`src/rtl/uart_pkg.sv`:
```
// Shared types and constants for the UART receive FIFO.
package uart_pkg;

  localparam int unsigned UART_RX_FIFO_DEPTH = 8;

  typedef enum logic [1:0] {
    RXF_IDLE,
    RXF_CAPTURE,
    RXF_CLEAR,
    RXF_WAIT_LOW
  } rx_fifo_state_t;

endpackage

```
`src/rtl/uart_rx_fifo_if.sv`:
```
// Receiver-handshake and CPU-side bus of the UART receive FIFO.
interface uart_rx_fifo_if #(
  parameter int unsigned DEPTH = uart_pkg::UART_RX_FIFO_DEPTH
);

  localparam int unsigned CW = $clog2(DEPTH) + 1;

  logic          rx_flag;
  logic [7:0]    Rx_Data;
  logic          parity_error;
  logic          rx_flag_clr;
  logic          rd_en;
  logic [7:0]    rd_data;
  logic          flush;
  logic          ovr_clr;
  logic          empty;
  logic          full;
  logic [CW-1:0] count;
  logic          overrun;

  modport master (
    output rx_flag, Rx_Data, parity_error, rd_en, flush, ovr_clr,
    input  rx_flag_clr, rd_data, empty, full, count, overrun
  );

  modport slave (
    input  rx_flag, Rx_Data, parity_error, rd_en, flush, ovr_clr,
    output rx_flag_clr, rd_data, empty, full, count, overrun
  );

endinterface

```
`src/rtl/uart_fifo_mem.sv`:
```
// Byte storage for the receive FIFO: one write port, asynchronous read, no reset.
module uart_fifo_mem
  import uart_pkg::*;
#(
  parameter int unsigned DEPTH = UART_RX_FIFO_DEPTH
) (
  input  logic                     clk,
  input  logic                     we,
  input  logic [$clog2(DEPTH)-1:0] waddr,
  input  logic [7:0]               wdata,
  input  logic [$clog2(DEPTH)-1:0] raddr,
  output logic [7:0]               rdata
);

  logic [7:0] mem [DEPTH];

  always_ff @(posedge clk) begin
    if (we) mem[waddr] <= wdata;
  end

  assign rdata = mem[raddr];

endmodule

```
`src/rtl/uart_rx_fifo.sv`:
```
// UART receive FIFO: handshakes bytes off a UART receiver into a first-word fall-through queue.
// Define UART_RX_PARITY_DISCARD_EN to drop bytes flagged with a parity error and count them.
module uart_rx_fifo
  import uart_pkg::*;
#(
  parameter int unsigned DEPTH = UART_RX_FIFO_DEPTH
) (
  input  logic          clk,
  input  logic          n_rst,
  uart_rx_fifo_if.slave bus
`ifdef UART_RX_PARITY_DISCARD_EN
  ,
  output logic [7:0]    parity_drop_cnt
`endif
);

  localparam int unsigned AW = $clog2(DEPTH);
  localparam int unsigned CW = AW + 1;

  rx_fifo_state_t state, state_next;
  logic           rx_flag_clr_q, rx_flag_clr_next;
  logic [AW-1:0]  wr_ptr, rd_ptr;
  logic [CW-1:0]  count_q;
  logic           overrun_q;
  logic [7:0]     head;

  logic empty_c, full_c, push_c, keep_c, pop_c, accept_c, drop_c;

  // Receiver handshake: next state and the clear pulse that accompanies RXF_CLEAR
  always_comb begin
    state_next       = state;
    rx_flag_clr_next = 1'b0;
    case (state)
      RXF_IDLE:     if (bus.rx_flag) state_next = RXF_CAPTURE;
      RXF_CAPTURE:  state_next = RXF_CLEAR;
      RXF_CLEAR:    state_next = RXF_WAIT_LOW;
      RXF_WAIT_LOW: if (!bus.rx_flag) state_next = RXF_IDLE;
      default:      state_next = RXF_IDLE;
    endcase
    rx_flag_clr_next = (state_next == RXF_CLEAR);
  end

  always_ff @(posedge clk or negedge n_rst) begin
    if (!n_rst) begin
      state         <= RXF_IDLE;
      rx_flag_clr_q <= 1'b0;
    end else begin
      state         <= state_next;
      rx_flag_clr_q <= rx_flag_clr_next;
    end
  end

  assign empty_c = (count_q == '0);
  assign full_c  = (count_q == CW'(DEPTH));
  assign push_c  = (state == RXF_CAPTURE);
  assign pop_c   = bus.rd_en & ~empty_c;

`ifdef UART_RX_PARITY_DISCARD_EN
  assign keep_c = push_c & ~bus.parity_error;
`else
  logic unused_parity;
  assign unused_parity = bus.parity_error;
  assign keep_c        = push_c;
`endif

  // A full FIFO still accepts a byte when the head leaves on the same edge
  assign accept_c = keep_c & (~full_c | pop_c);
  assign drop_c   = keep_c & full_c & ~pop_c;

  always_ff @(posedge clk or negedge n_rst) begin
    if (!n_rst) begin
      wr_ptr  <= '0;
      rd_ptr  <= '0;
      count_q <= '0;
    end else if (bus.flush) begin
      wr_ptr  <= '0;
      rd_ptr  <= '0;
      count_q <= '0;
    end else begin
      if (accept_c) wr_ptr <= wr_ptr + AW'(1);
      if (pop_c)    rd_ptr <= rd_ptr + AW'(1);
      case ({accept_c, pop_c})
        2'b10:   count_q <= count_q + CW'(1);
        2'b01:   count_q <= count_q - CW'(1);
        default: count_q <= count_q;
      endcase
    end
  end

  // Sticky overrun; a new loss beats a simultaneous clear
  always_ff @(posedge clk or negedge n_rst) begin
    if (!n_rst) overrun_q <= 1'b0;
    else        overrun_q <= (drop_c & ~bus.flush) | (overrun_q & ~bus.ovr_clr);
  end

`ifdef UART_RX_PARITY_DISCARD_EN
  always_ff @(posedge clk or negedge n_rst) begin
    if (!n_rst)                                              parity_drop_cnt <= '0;
    else if (bus.flush)                                      parity_drop_cnt <= '0;
    else if (push_c && bus.parity_error && parity_drop_cnt != 8'hFF)
                                                             parity_drop_cnt <= parity_drop_cnt + 8'd1;
  end
`endif

  uart_fifo_mem #(
    .DEPTH (DEPTH)
  ) u_mem (
    .clk   (clk),
    .we    (accept_c & ~bus.flush),
    .waddr (wr_ptr),
    .wdata (bus.Rx_Data),
    .raddr (rd_ptr),
    .rdata (head)
  );

  assign bus.rd_data     = head;
  assign bus.count       = count_q;
  assign bus.empty       = empty_c;
  assign bus.full        = full_c;
  assign bus.overrun     = overrun_q;
  assign bus.rx_flag_clr = rx_flag_clr_q;

endmodule

```
`src/flat_wrapper.sv`:
```
// flat-port wrapper written by rule: the top's interface ports become plain ports
module uart_rx_fifo_flat import uart_pkg::*;
#(
  parameter int unsigned DEPTH = UART_RX_FIFO_DEPTH
)
  (clk, n_rst, bus_rx_flag, bus_Rx_Data, bus_parity_error, bus_rd_en, bus_flush, bus_ovr_clr, bus_rx_flag_clr, bus_rd_data, bus_empty, bus_full, bus_count, bus_overrun);
  uart_rx_fifo_if #(.DEPTH(DEPTH)) bus_i ();
  input  logic clk;
  input  logic n_rst;
  input wire logic [$bits(bus_i.rx_flag)-1:0] bus_rx_flag;
  input wire logic [$bits(bus_i.Rx_Data)-1:0] bus_Rx_Data;
  input wire logic [$bits(bus_i.parity_error)-1:0] bus_parity_error;
  input wire logic [$bits(bus_i.rd_en)-1:0] bus_rd_en;
  input wire logic [$bits(bus_i.flush)-1:0] bus_flush;
  input wire logic [$bits(bus_i.ovr_clr)-1:0] bus_ovr_clr;
  output wire logic [$bits(bus_i.rx_flag_clr)-1:0] bus_rx_flag_clr;
  output wire logic [$bits(bus_i.rd_data)-1:0] bus_rd_data;
  output wire logic [$bits(bus_i.empty)-1:0] bus_empty;
  output wire logic [$bits(bus_i.full)-1:0] bus_full;
  output wire logic [$bits(bus_i.count)-1:0] bus_count;
  output wire logic [$bits(bus_i.overrun)-1:0] bus_overrun;
  assign bus_i.rx_flag = bus_rx_flag;
  assign bus_i.Rx_Data = bus_Rx_Data;
  assign bus_i.parity_error = bus_parity_error;
  assign bus_i.rd_en = bus_rd_en;
  assign bus_i.flush = bus_flush;
  assign bus_i.ovr_clr = bus_ovr_clr;
  assign bus_rx_flag_clr = bus_i.rx_flag_clr;
  assign bus_rd_data = bus_i.rd_data;
  assign bus_empty = bus_i.empty;
  assign bus_full = bus_i.full;
  assign bus_count = bus_i.count;
  assign bus_overrun = bus_i.overrun;
  uart_rx_fifo #(.DEPTH(DEPTH)) u_core (.clk(clk), .n_rst(n_rst), .bus(bus_i));
endmodule
```
`config.mk`:
```
export PLATFORM = sky130hd
export DESIGN_NAME = uart_rx_fifo_flat
export DESIGN_NICKNAME = d
export VERILOG_FILES = /design/src/rtl/uart_pkg.sv /design/src/rtl/uart_rx_fifo_if.sv /design/src/rtl/uart_fifo_mem.sv /design/src/rtl/uart_rx_fifo.sv /design/src/flat_wrapper.sv
export SDC_FILE = /design/constraint.sdc
export NUM_CORES = 1
export LEC_CHECK = 0
export CORE_ASPECT_RATIO = 1.25
export CORE_UTILIZATION = 51
export DETAILED_ROUTE_END_ITERATION = 7
export HOLD_SLACK_MARGIN = 0.15
export PLACE_DENSITY = 0.73
export SYNTH_ARGS = -nofsm -noshare
export SYNTH_HDL_FRONTEND = slang
export SYNTH_SLANG_ARGS = --single-unit
```
`constraint.sdc`:
```
create_clock -name clk -period 2.4 [get_ports clk]
set_clock_uncertainty 0.15 [all_clocks]
set_input_delay 0.36 -clock clk [delete_from_list [all_inputs] [get_ports clk]]
set_output_delay 0.36 -clock clk [all_outputs]
set_load 0.02 [all_outputs]
```
### Word-level counts from Yosys, hierarchy flattened

Memory sizes are Yosys's and may differ from the RTL's.
Index checks and enable logic that the tools add are counted.

* $add $sub $neg: 4
* $mul: 0
* divide/modulo/power cells: 0
* $lt $le $gt $ge: 0
* equality and inequality tests: 7
* shifts and indexed selects: 0
* mux-type cells: 11
* bitwise logic cells: 14
* reductions and logical operators: 5

Operators with widths (number)
* $mux 3: 4
* $eq 2x2->1 const B: 4
* $pmux 2 s4: 1
* $pmux 4 s2: 1
* $and 1x1->1: 7
* $add 3x1->3 const B: 2
* $not 1->1: 5
* $add 4x1->4 const B: 1
* $eq 2x1->1 const B: 2
* $eq 4x4->1 const B: 1
* $logic_not 4->1: 1
* $mux 2: 2
* $mux 4: 1
* $reduce_bool 2->1: 2
* $sub 4x1->4 const B: 1
* $reduce_bool 3->1: 1
* $logic_not 2->1: 1
* $mux 1: 2
* $or 1x1->1: 2

* register bits: 14
* latch bits: 0
* bits in writable memories: 64
* memory bits (read-only): 0
* bits of input ports: 15
* output and inout bits: 16
* memories kept: 1

Memories
* u_core.u_mem.mem: words 8, width 8, read ports 1, clocked after Yosys merged registers in 0, write ports 1, line uart_fifo_mem.sv:15 `logic [7:0] mem [DEPTH];`

### Logic depth before layout (Yosys ltp)

* depth after elaboration: 8
* gate-level depth with buffers: 8
* gate-level depth less buffers: 8

### Modules after synthesis

From an unflattened synthesis, not the netlist that was laid out.

* cells, all modules: 177
* area, all modules: 3305.7 µm²

Modules (own cells, without submodules)
* uart_fifo_mem: instances 1, cells an instance 106, area an instance 2531.2 µm², seq. area each 1921.8 µm²
* uart_rx_fifo: instances 1, cells an instance 71, area an instance 774.5 µm², seq. area each 350.3 µm²

### Least setup slack after synthesis

No wires, ideal clock.

* kind: reg-to-reg
* from: register u_core.count_q[1], in the netlist u_core.bus.count[1]
* to: register u_core.count_q[3], in the netlist u_core.bus.count[3]
* setup time: 0.136 ns
* data arrival time: 2.127 ns
* setup slack: -0.013 ns
* cell stages (with the launch flop): 9
* path buffers: 0
* period minus slack after synthesis: 2.413 ns
* cell sequence: dfrtp_1 > or4_4 > nand3_1 > inv_1 > ha_1 > a31oi_1 > nor4b_1 > a31oi_1 > o21ai_0

* cells in the longest elaborated chain, start to end: 8
* elaborated cells between the ends (all ways): 14
* classes of those cells: 2 x add/sub; 3 x eq/ne; 2 x mux; 5 x bitwise; 2 x reduce/logical

Ends and longest elaborated chain
* start, declared: line uart_rx_fifo.sv:23 `logic [CW-1:0] count_q;`
* start signal, assigned: line uart_rx_fifo.sv:83 `2'b10: count_q <= count_q + CW'(1);`
* start signal, assigned: line uart_rx_fifo.sv:84 `2'b01: count_q <= count_q - CW'(1);`
* start signal, assigned: line uart_rx_fifo.sv:85 `default: count_q <= count_q;`
* $logic_not 4->1: line uart_rx_fifo.sv:53 `assign empty_c = (count_q == '0);`
* $not 1->1: line uart_rx_fifo.sv:56 `assign pop_c = bus.rd_en & ~empty_c;`
* $and 1x1->1: line uart_rx_fifo.sv:56
* $or 1x1->1: line uart_rx_fifo.sv:67 `assign accept_c = keep_c & (~full_c | pop_c);`
* $and 1x1->1: line uart_rx_fifo.sv:67
* $eq 2x1->1 / $eq 2x2->1 (equally long branches): line uart_rx_fifo.sv:82 `case ({accept_c, pop_c})`
* $pmux 4 s2: line uart_rx_fifo.sv:82
* $mux 4: line uart_rx_fifo.sv:75 `end else if (bus.flush) begin`

Parallel ways exist; a longest one is shown, timed or not.
A chain may end at the register's enable or synchronous reset.

### Worst setup path after layout

* from: register u_core.rd_ptr[0]
* to: output port bus_rd_data[4]

* cells in the longest elaborated chain, start to end: 1

Ends and longest elaborated chain
* start, declared: line uart_rx_fifo.sv:22 `logic [AW-1:0] wr_ptr, rd_ptr;`
* start signal, assigned: line uart_rx_fifo.sv:81 `if (pop_c) rd_ptr <= rd_ptr + AW'(1);`
* $mem_v2 8x8
* end, declared: line flat_wrapper.sv:17 `output wire logic [$bits(bus_i.rd_data)-1:0] bus_rd_data;`

No other way between the ends.

==> flow_summary_export.csv <==
group,metric,value,unit
sta,maxSlewHeadroom,56.48,%
floorplan,chipWidth,73.55,µm
power_and_ir_drop,power_share_of_the_combinational_group,37.6,%
synth,synth_enable_flop_cells,64,
critical_path,critPathRequiredTime,1890,ps
synth,synth.avg_cell_area,17.36,µm²
global_routing,grt_max_degree,17,
critical_path,end_kind,"primary output",
place,place_inst,317,
sta,final_min_period_over_clock_period,99.51,%
clocking,clock_transition_at_the_registers_of_the_reported_paths,70,ps
power_and_ir_drop,fin_total_pwr,4.088,mW
clocking,cts-htree-levels,3,
routing,met3RoutedLength,225,µm
critical_path,critPathArrivalTime,1880,ps
routing,pre_antenna_drt_iters,4,
place,io_buffer_count,29,
synth,synth.lib_cells_used.distinct,37,
layout,synthToLayoutAreaGrowth,26.15,%
worst_hold_path,holdCritPathClass,"in2async",
layout,finish.net_count,266,
floorplan,die_height,91.43,µm
synth,postSynthNetCount,207,
global_routing,via_count_of_the_first_global_routing_pass,1948,
power_and_ir_drop,power.share.sequential,39.9,%
sta,finalHoldViolations,0,
floorplan,initial_utilization,52.92,%
critical_path,critical-path-slowest-cell,"sky130_fd_sc_hd__mux4_2",
sta,timing.final.setup_violations,0,
critical_path,cpMostUsedCell,"sky130_fd_sc_hd__buf_6",
power_and_ir_drop,clock_power_share,22.5,%
critical_path,worst_path_largest_cell_delay,500,ps
floorplan,die-area,6724,µm²
power_and_ir_drop,cellPowerDensity,993.0,nW/µm²
place,dp_hpwl,3874,µm
sta,setup_ws,11.68,ps
synth,ys_seq_area_share,69.63,%
global_routing,grt_pass1_wl,9915,µm
clocking,tritoncts,"done",
power_and_ir_drop,switchingPower,1.222,mW
synth,async_reset_ff_share,17.95,%
sta,period_minus_slack,2388,ps
layout,final_cell_count_no_fill,337,
routing,top_signal_layer_used,"met4",
layout,antennaDiodeCount,0,
synth,register_bit_count_reported_by_yosys,78,
global_routing,grt_use_total,20.61,%
layout,final_design_area_no_fill,4116,µm²
place,gp_congestion,0.7355,
sta,timing.setup.tns,0,ps
routing,drc_errors,0,
synth,postSynthCellCount,188,
sta,tightestPinTransition,650.8,ps
clocking,clk_path_buf_depth,2,
clocking,cts_bufs_inserted,9,
global_routing,global_route.overflow_total,0,
place,pre_cts_worst_setup_slack,-34.36,ps
run,max_cap_viol_count,0,
routing,wirelength_met1,2466,µm
critical_path,critPathKind,"reg2out",
floorplan,rows,32,
routing,drtIter0Drc,117,
synth,synthesis.area,3263,µm²
power_and_ir_drop,cellInternalPower,2.865,mW
sta,maximum_operating_frequency,418.7,MHz
routing,via_count,1836,
critical_path,critPathTopFamily,"multiplexers",
critical_path,critPathMaxFanout,5,
place,detailed_place.area,3822,µm²
layout,fillerInstances,447,
clocking,clockRootBuffer,"sky130_fd_sc_hd__clkbuf_8",
status,result_of_the_run,"complete, no violations",
routing,detail-route-antenna-nets,0,
layout,multi_input_area,984.7,µm²
routing,avgViaCountPerCell,5.448,
power_and_ir_drop,ir_drop,773.4,µV
clocking,cts_hold_buf,0,
sta,maxSlewViolCount,0,
power_and_ir_drop,p_leak,1.457,nW
routing,routed_wl,6054,µm
global_routing,antenna_found_initial,0,
power_and_ir_drop,switching_share,29.90,%
sta,rsz0062_at_grt,"yes",
floorplan,ios,31,
critical_path,critical_path.startpoint_type,"flop",
clocking,clkLatencyLatePin,330,ps
routing,wire_per_inst,17.96,µm
clocking,clock-sinks,78,
routing,wl_met2,3280,µm
critical_path,cp_cell_sequence,"buf_6 > buf_12 > mux4_2 > mux2_4 > buf_6",
floorplan,core,6166,µm²
layout,layout-drive-gt1-share,33.73,%
synth,yosysWarnings,0,
layout,ff_latch_area,2275,µm²
synth,synth_top_flop_cell,"sky130_fd_sc_hd__edfxtp_1",
critical_path,timing.critical_path.buf_inv,3,
[routing by layer]
| metal | vias up | global-route usage, % |
|---|---|---|
| met5 | - | 0 |
| met4 | 0 | 5.288 |
| met3 | 10 | 4.994 |
| met1 | 936 | 25.95 |
| met2 | 42 | 35.24 |
| li1 | 848 | - |
[path summary, 6_finish.rpt]
check	slack, ps	to	cells after the start	start
setup / recovery	10	bus_rd_data[4]	5	u_core.rd_ptr[0]
hold / removal	280	u_core.bus.rx_flag_clr	1	n_rst
setup reg to reg	160	u_core.bus.count[3]	8	u_core.bus.count[1]
hold reg to reg	390	u_core.bus.overrun	2	u_core.bus.overrun
max in group asynchronous	1370	u_core.bus.count[1]	1	n_rst
min in group clk	390	u_core.bus.overrun	2	u_core.bus.overrun
[kinds of logic after synthesis]
group,count (synthesis),share of synthesized area (%)
flip-flops,78,69.63
AND/OR/NAND/NOR,45,7.439
multiplexers,27,14.76
AO/OA/AOI/OAI,15,3.566
buffers and inverters,14,1.725
XOR/XNOR,5,1.342
adder cells (fa/ha/maj),4,1.534
[final cells by class]
type / count / area share, %
clock inverters: 4 / 1.216
flip-flops and latches: 78 / 55.26
inverters: 7 / 0.6687
well taps: 85 / 2.584
clock buffers: 12 / 3.283
repair buffers: 55 / 13.07
multi-input cells: 96 / 23.92
[state kept, by name, indices dropped and copies added, names as in the netlist]
signal	flops
u_core.u_mem.mem	64
u_core.bus.count	4
u_core.rd_ptr	3
u_core.wr_ptr	3
u_core.state	2
u_core.bus.overrun	1
u_core.bus.rx_flag_clr	1
[placed cells by master, fill, tap and decap left out, drive strengths merged, types with 4 or more instances in the layout]
cell and count:
inv 6, nand3 6, nand2 4, mux2 9, clkbuf 12, buf 34
a31oi 4, clkdlybuf4s50 19, edfxtp 64, dfrtp 14, mux4 16, ha 4
nor2 17
[per-stage QoR]
| stage | hold slack, ps | util [%] |
|---|---|---|
| global placement | 376.3 | 61.99 |
| CTS | 288.4 | 66.46 |
| finish | 279.7 | 66.76 |
| floorplan | -85.59 | - |
| global route | 319.5 | 66.76 |
| detailed placement | 371.3 | 61.99 |
[power by group through the flow]
stage | Clock, mW | Sequential [mW] | Combinational [mW]
global placement | 0 | 1.65 | 1.37
detailed placement | 0 | 1.66 | 1.39
global route | 0.986 | 1.64 | 1.67
finish | 0.920 | 1.63 | 1.54
CTS | 0.930 | 1.63 | 1.54
floorplan | 0 | 1.71 | 0.829
[cell usage after synthesis (2+ instances only)]
cell type                   n  share of area (%)
sky130_fd_sc_hd__a21oi_1    3               0.46
sky130_fd_sc_hd__a31oi_1    4               0.77
sky130_fd_sc_hd__buf_1      2               0.23
sky130_fd_sc_hd__buf_2      2               0.31
sky130_fd_sc_hd__clkbuf_1   3               0.35
sky130_fd_sc_hd__dfrtp_1   14                 11
sky130_fd_sc_hd__edfxtp_1  64                 59
sky130_fd_sc_hd__ha_1       4                1.5
sky130_fd_sc_hd__inv_1      6               0.69
sky130_fd_sc_hd__mux2_2     9                3.1
sky130_fd_sc_hd__mux2i_1    2               0.61
sky130_fd_sc_hd__mux4_2    16                 11
sky130_fd_sc_hd__nand2_1    4               0.46
sky130_fd_sc_hd__nand2b_1   2               0.38
sky130_fd_sc_hd__nand3_1    6               0.92
sky130_fd_sc_hd__nand4b_1   2               0.54
sky130_fd_sc_hd__nor2_1    17                2.0
sky130_fd_sc_hd__nor2b_1    3               0.58
sky130_fd_sc_hd__nor3_1     3               0.46
sky130_fd_sc_hd__o21ai_0    2               0.31
sky130_fd_sc_hd__xnor2_1    3               0.81
sky130_fd_sc_hd__xor2_1     2               0.54
[what timing repair did]
| action | in CTS | in global routing |
|---|---|---|
| endpoints found under the setup margin | 10 | 9 |
| resized for setup | 47 | 18 |
| gates cloned | 2 | 0 |
| setup buffers | 4 | 0 |
(Power assumes the default switching activity.)
